--- config.mk ---
export PLATFORM = sky130hd
export DESIGN_NAME = decode_stage
export DESIGN_NICKNAME = d
export VERILOG_FILES = /design/src/rtl/decode_stage.sv
export SDC_FILE = /design/constraint.sdc
export NUM_CORES = 1
export LEC_CHECK = 0
export ABC_CLOCK_PERIOD_IN_PS = 2800
export CORE_ASPECT_RATIO = 1.1
export CORE_MARGIN = 2
export CORE_UTILIZATION = 44
export CTS_BUF_LIST = sky130_fd_sc_hd__clkbuf_16
export CTS_CLUSTER_SIZE = 20
export DETAILED_ROUTE_END_ITERATION = 12
export GPL_ROUTABILITY_DRIVEN = 1
export PLACE_DENSITY = 0.89
export SETUP_SLACK_MARGIN = 0.15
export SYNTH_ARGS = -nofsm -noshare
export SYNTH_HDL_FRONTEND = slang
export SYNTH_SLANG_ARGS = --single-unit
--- constraint.sdc ---
create_clock -name clk -period 2.8 [get_ports clk]
set_input_delay 0.56 -clock clk [delete_from_list [all_inputs] [get_ports clk]]
set_output_delay 0.56 -clock clk [all_outputs]
set_load 0.005 [all_outputs]
--- src/rtl/decode_stage.sv ---
// decode_stage: registered instruction decoder with valid/ready handshake and a
// destination-register scoreboard that stalls on RAW/WAW hazards until writeback.
module decode_stage #(
  parameter int OPCODE_W = 5,
  parameter int REG_W    = 4,
  parameter int IMM_W    = 16,
  parameter int DATA_W   = 32,
  localparam int INSTR_W = OPCODE_W + 3*REG_W + IMM_W,
  localparam int NREG    = 1 << REG_W
) (
  input  logic                clk,
  input  logic                rst_n,
  input  logic                in_valid,
  output logic                in_ready,
  input  logic [INSTR_W-1:0]  instruction,
  input  logic                flush,
  output logic                out_valid,
  input  logic                out_ready,
  output logic [OPCODE_W-1:0] opcode,
  output logic [REG_W-1:0]    reg_dest,
  output logic [REG_W-1:0]    reg_source_1,
  output logic [REG_W-1:0]    reg_source_2,
  output logic [DATA_W-1:0]   immediate,
  output logic                writes_dest,
  input  logic                wb_valid,
  input  logic [REG_W-1:0]    wb_reg,
  output logic [NREG-1:0]     busy_mask,
  output logic                hazard_stall
);
  logic [OPCODE_W-1:0] in_op;
  logic [REG_W-1:0]    in_dst, in_s1, in_s2;
  logic [DATA_W-1:0]   in_imm;
  logic                in_wd;
  logic [NREG-1:0]     wb_clr, busy_eff, use_mask, set_mask, kill_mask;
  logic                hazard, space_ok, accept, handoff;
  logic                out_valid_d, out_valid_q, writes_dest_d, writes_dest_q;
  logic [OPCODE_W-1:0] opcode_d, opcode_q;
  logic [REG_W-1:0]    dest_d, dest_q, src1_d, src1_q, src2_d, src2_q;
  logic [DATA_W-1:0]   imm_d, imm_q;
  logic [NREG-1:0]     busy_d, busy_q;

  assign in_op  = instruction[INSTR_W-1 -: OPCODE_W];
  assign in_dst = instruction[IMM_W+3*REG_W-1 -: REG_W];
  assign in_s1  = instruction[IMM_W+2*REG_W-1 -: REG_W];
  assign in_s2  = instruction[IMM_W+REG_W-1 -: REG_W];
  assign in_imm = DATA_W'($signed(instruction[IMM_W-1:0]));
  assign in_wd  = (in_op != '0) && (in_dst != '0);

  always_comb begin
    wb_clr    = wb_valid ? (NREG'(1) << wb_reg) : '0;
    busy_eff  = busy_q & ~wb_clr;
    // register 0 never participates in hazard detection
    use_mask  = ((NREG'(1) << in_dst) | (NREG'(1) << in_s1) | (NREG'(1) << in_s2)) & ~NREG'(1);
    hazard    = in_valid && |(busy_eff & use_mask);
    space_ok  = !out_valid_q || out_ready;
    in_ready  = !flush && space_ok && !hazard;
    hazard_stall = in_valid && !flush && space_ok && hazard;
    accept    = in_valid && in_ready;
    handoff   = out_valid_q && out_ready;
    set_mask  = (accept && in_wd) ? (NREG'(1) << in_dst) : '0;
    // a flushed instruction that never reached execute releases its destination
    kill_mask = (flush && out_valid_q && !out_ready && writes_dest_q) ? (NREG'(1) << dest_q) : '0;
    busy_d    = (busy_q & ~wb_clr & ~kill_mask) | set_mask;
    out_valid_d   = accept ? 1'b1 : (flush || handoff) ? 1'b0 : out_valid_q;
    opcode_d      = accept ? in_op  : opcode_q;
    dest_d        = accept ? in_dst : dest_q;
    src1_d        = accept ? in_s1  : src1_q;
    src2_d        = accept ? in_s2  : src2_q;
    imm_d         = accept ? in_imm : imm_q;
    writes_dest_d = accept ? in_wd  : writes_dest_q;
  end

  always_ff @(posedge clk or negedge rst_n) begin
    if (!rst_n) begin
      out_valid_q   <= 1'b0;
      opcode_q      <= '0;
      dest_q        <= '0;
      src1_q        <= '0;
      src2_q        <= '0;
      imm_q         <= '0;
      writes_dest_q <= 1'b0;
      busy_q        <= '0;
    end else begin
      out_valid_q   <= out_valid_d;
      opcode_q      <= opcode_d;
      dest_q        <= dest_d;
      src1_q        <= src1_d;
      src2_q        <= src2_d;
      imm_q         <= imm_d;
      writes_dest_q <= writes_dest_d;
      busy_q        <= busy_d;
    end
  end

  assign out_valid    = out_valid_q;
  assign opcode       = opcode_q;
  assign reg_dest     = dest_q;
  assign reg_source_1 = src1_q;
  assign reg_source_2 = src2_q;
  assign immediate    = imm_q;
  assign writes_dest  = writes_dest_q;
  assign busy_mask    = busy_q;
endmodule

Word-level counts from Yosys, hierarchy flattened
Cells that the tools add are included.
- divide/modulo/power cells: 0
- eq/ne operators: 0
- order comparisons: 0
- $add $sub $neg: 0
- multiplexer cells: 5
- $mul: 0
- shifts and indexed selects: 5
- reductions and logical operators: 23
- bitwise gates (word level): 8
- operators by type and width (operator ; count):
    1-bit by 4-bit left shift with 16-bit output (first input constant) ; 5
    16-bit AND ; 3
    16-bit 2-to-1 mux ; 3
    16-bit OR ; 3
    16-bit NOT ; 2
    16-bit OR reduction ; 1
    1-bit logical AND ; 13
    5-bit nonzero test ; 1
    1-bit logical NOT ; 4
    4-bit nonzero test ; 1
    1-bit logical OR ; 2
    1-bit 2-to-1 mux ; 2
    2-bit nonzero test ; 1
- latch bits: 0
- memories: 0
- bits in writable memories: 0
- bits in read-only memories: 0
- input port bits: 43
- logic and storage cells: 49
- bits in registers: 51
- output and inout bits: 69

Longest topological paths before layout
- word-level depth: 13
- gate-level depth with buffers: 8
- gate-level depth less buffers: 6

Worst setup path after synthesis
Ideal clock, no wire load.
- kind: input to output
- from: in wb_reg[3]
- to: out in_ready
- arrival time: 1836 ps
- data required time: 2240 ps
- path slack: 404 ps
- stages on the path: 7
- path buffers: 1
- cells stage by stage: buf_2 nand2b_1 o31ai_1 o22ai_1 nor4_2 nand3_1 a21boi_0
- word-level cells in the longest chain between the ends: 9
- ends and longest elaborated chain (element ; line ; RTL):
    start, declared ; 26 ; input logic [REG_W-1:0] wb_reg,
    1-bit by 4-bit left shift with 16-bit output ; 50 ; wb_clr = wb_valid ? (NREG'(1) << wb_reg) : '0;
    16-bit 2-to-1 mux ; 50 ;
    16-bit NOT ; 51 ; busy_eff = busy_q & ~wb_clr;
    16-bit AND ; 51 ;
    16-bit AND ; 54 ; hazard = in_valid && |(busy_eff & use_mask);
    16-bit OR reduction ; 54 ;
    1-bit logical AND ; 54 ;
    1-bit logical NOT ; 56 ; in_ready = !flush && space_ok && !hazard;
    1-bit logical AND ; 56 ;
    end, declared ; 14 ; output logic in_ready,
Every way passes these cells.

Worst setup path after layout
- from: in wb_reg[2]
- to: out in_ready
The elaborated chain is that of the path after synthesis.

==> qor.yml <==
status:
  status: "completed"
flow_run:
  maxCapViolCount: 0
cells_and_area:
  multi_input_area_mm2: 0.00169
  final_cells: 518
  drive_gt1_share_pct: 31.2
  area_delta_synth_final_pct: 65.8
  seqCellArea_mm2: 0.00128
  design_area_mm2: 0.00486
  n_antenna_cell: 0
  fill_cells: 431
  finalNetCount: 478
setup_path:
  start_kind: "input port"
  critical_path.endpoint_type: "output pin"
  worst-setup-path-type: "input port to output pin"
  critPathMaxFanout: 5
  reg2reg_depth: 8
  endpoint: "in_ready"
  arrival_ns: 2.19
  r2r-end: "busy_mask[14]"
  crit_start: "wb_reg[2]"
  reg2reg_slack_ns: 0.80
  reg2reg_from: "busy_mask[7]"
  cp.required_ns: 2.24
clock_network:
  clkTransAtPathRegs_ns: 0.07
  numClockSinks: 51
  clock_latency_ns: 0.29
  cts_buffer_depth: 2
  cts.htree.levels: 2
  root_buffer: "clkbuf_16"
  cts_tree: "built"
  cts-buffers-inserted: 5
synthesis:
  syn-mean-instance-area_um2: 10.4
  yosysWarnings: 0
  synth_edf_count: 0
  netlist_instances: 283
  netlist_area_mm2: 0.00293
  synth.distinct_cells: 36
  synth_ff_type: "dfrtp_1"
  synth_nets: 326
  synthArstFlopShare_pct: 100
  synth_seq_cells: 51
  ys_seq_area_share_pct: 43.6
pwr:
  p_comb_share_pct: 49.2
  peakVddDrop_uv: 477
  power.density_mw_per_mm2: 789
  clock_power_share_pct: 15.6
  p_leak_nw: 1.93
  switching_power_mw: 1.22
  internal-power_mw: 2.61
  p_sw_share_pct: 31.8
  pwr-share-seq_pct: 35.3
timing:
  fin_skew_ns: 0.00305
  max_slew.worst_pin.slew_ns: 0.514
  max_freq_mhz: 364
  period_minus_slack_ns: 2.75
  slew_violations: 0
  hold_violations: 0
  rsz0062_at_grt: "yes"
  slew_headroom_pct: 65.3
  setup_viol: 0
  fin_crit_sh_pct: 98.1
global_route:
  grtUsageTotal_pct: 27.8
  antenna_found_initial: 0
  first_global_vias: 3062
  grt_overflow: 0
  grt_max_degree: 52
  grt_pass1_wl_um: 15400
die:
  ios: 112
  die_y_um: 89.6
  num_rows: 31
  core_mm2: 0.00652
  die_w_um: 81.8
  start_util_pct: 45.0
  die_area_mm2: 0.00733
routing:
  viasPerCell: 6.00
  drt_iter0_markers: 491
  wire_per_inst_um: 19.9
  postRouteAntennaNets: 0
  drc: 0
  drt-pass1-iter-count: 5
  wl_um: 10300
  vias: 3106
place:
  placed_cells: 497
  place_hpwl_um: 7150
  placed_area_mm2: 0.00437
  port_buffers: 111
  gp_congestion: 1.00
worst_hold_path:
  hold_path.class: "input port to asynchronous set/reset pin"
## metrics by stage
step	utilization, %	setup TNS (ns)	hold WS, ns	worst slack, ns	total power, mW
after floorplan	-	0	0.264	0.404	1.96
after global placement	67.0	-23.71	0.472	-0.977	3.02
after detailed placement	67.0	-23.35	0.481	-0.938	3.08
after CTS	72.8	0	0.268	0.113	3.79
after global routing	74.5	-0.00791	0.274	-0.00791	4.06
final	74.5	0	0.254	0.0538	3.83
## area by class of cell
type                    count  share of cell area [%]
flip-flops and latches     51                    26.3
clock buffers               5                    2.58
multi-input cells         190                    34.7
clock inverters             3                   0.335
repair buffers            183                    33.7
inverters                   4                   0.309
well taps                  82                    2.11
## power groups by stage
stage	clock (mW)	combinational, mW	sequential (mW)
floorplan	0	0.659	1.30
global placement	0	1.72	1.30
detailed placement	0	1.75	1.33
CTS	0.615	1.84	1.33
global route	0.642	2.02	1.40
finish	0.597	1.88	1.35
## critical path: stages
cell	delay [ns]
buf_6	0.10
nand2b_4	0.16
buf_6	0.14
buf_4	0.13
o31ai_1	0.30
buf_4	0.19
a31oi_1	0.05
nor3_2	0.16
nand3_1	0.11
a21boi_1	0.16
buf_2	0.13
## sequential cells by signal, indices dropped and copies added, names as in the netlist
| signal | flops |
|---|---|
| busy_mask | 16 |
| immediate | 16 |
| reg_dest | 4 |
| writes_dest | 1 |
| opcode | 5 |
| reg_source_2 | 4 |
| reg_source_1 | 4 |
| out_valid | 1 |
## worst min-delay path by stage
| stage | start | end | slack, ns | depth (start not counted) |
|---|---|---|---|---|
| 2_1_floorplan | rst_n | busy_mask[0] | 0.26 | 0 |
| 4_1_cts | rst_n | busy_mask[1] | 0.27 | 2 |
| 5_1_grt | rst_n | reg_dest[1] | 0.27 | 2 |
| 3_5_place_dp | immediate[9] | immediate[9] | 0.48 | 1 |
| 3_3_place_gp | immediate[7] | immediate[7] | 0.47 | 1 |
| 6_report | rst_n | busy_mask[1] | 0.25 | 2 |
## cell usage in the layout, fill, tap and decap left out, types with 4 or more instances in the layout
cell type / count
nand4b_1: 4
a21oi_1: 4
a31oi_1: 5
nor4bb_1: 11
dfrtp_1: 51
clkdlybuf4s50_1: 91
buf_4: 67
o31ai_1: 5
o22ai_1: 9
o31ai_4: 8
nand3b_1: 5
nor4b_1: 8
nor4_1: 4
buf_2: 13
buf_6: 8
nor3_1: 6
nand3_1: 11
o22ai_2: 4
clkbuf_16: 5
a211oi_2: 5
nand2_1: 8
nor2_1: 14
mux2_1: 34
nor2b_1: 4
## cells in the mapped netlist, types with 6 or more instances
| cell type | n | area share (%) |
|---|---|---|
| clkbuf_1 | 6 | 0.77 |
| dfrtp_1 | 51 | 44 |
| nor4b_1 | 8 | 2.4 |
| nor2_1 | 14 | 1.8 |
| mux2_1 | 34 | 13 |
| o22ai_1 | 13 | 2.8 |
| nand3_1 | 14 | 2.4 |
| nand2_1 | 11 | 1.4 |
| nor4bb_1 | 11 | 3.8 |
| buf_4 | 17 | 4.4 |
| buf_2 | 15 | 2.6 |
| a211oi_1 | 7 | 1.8 |
| o31ai_1 | 12 | 3.1 |
| nor3_1 | 8 | 1.4 |
## cell families after synthesis
kind of cell | synth area share, %
AOI/OAI and AO/OA | 13.6
buffers and inverters | 8.20
DFF | 43.6
muxes | 13.1
and+or+nand+nor | 21.6
## what timing repair did
item                                    CTS  global route
gates resized for setup                 133            22
endpoints found under the setup margin   52             2
buffers inserted                         11             2
hold buffers                              0             0
pin swaps                                14            13
## layer usage
metal,up-vias,track usage [%],wire length (µm)
met5,-,0,0
met4,0,11.4,376
met3,49,5.90,884
met2,189,46.9,5200
met1,1513,34.6,3860
li1,1355,-,-
No activity file was read; power rests on OpenSTA's default activity.
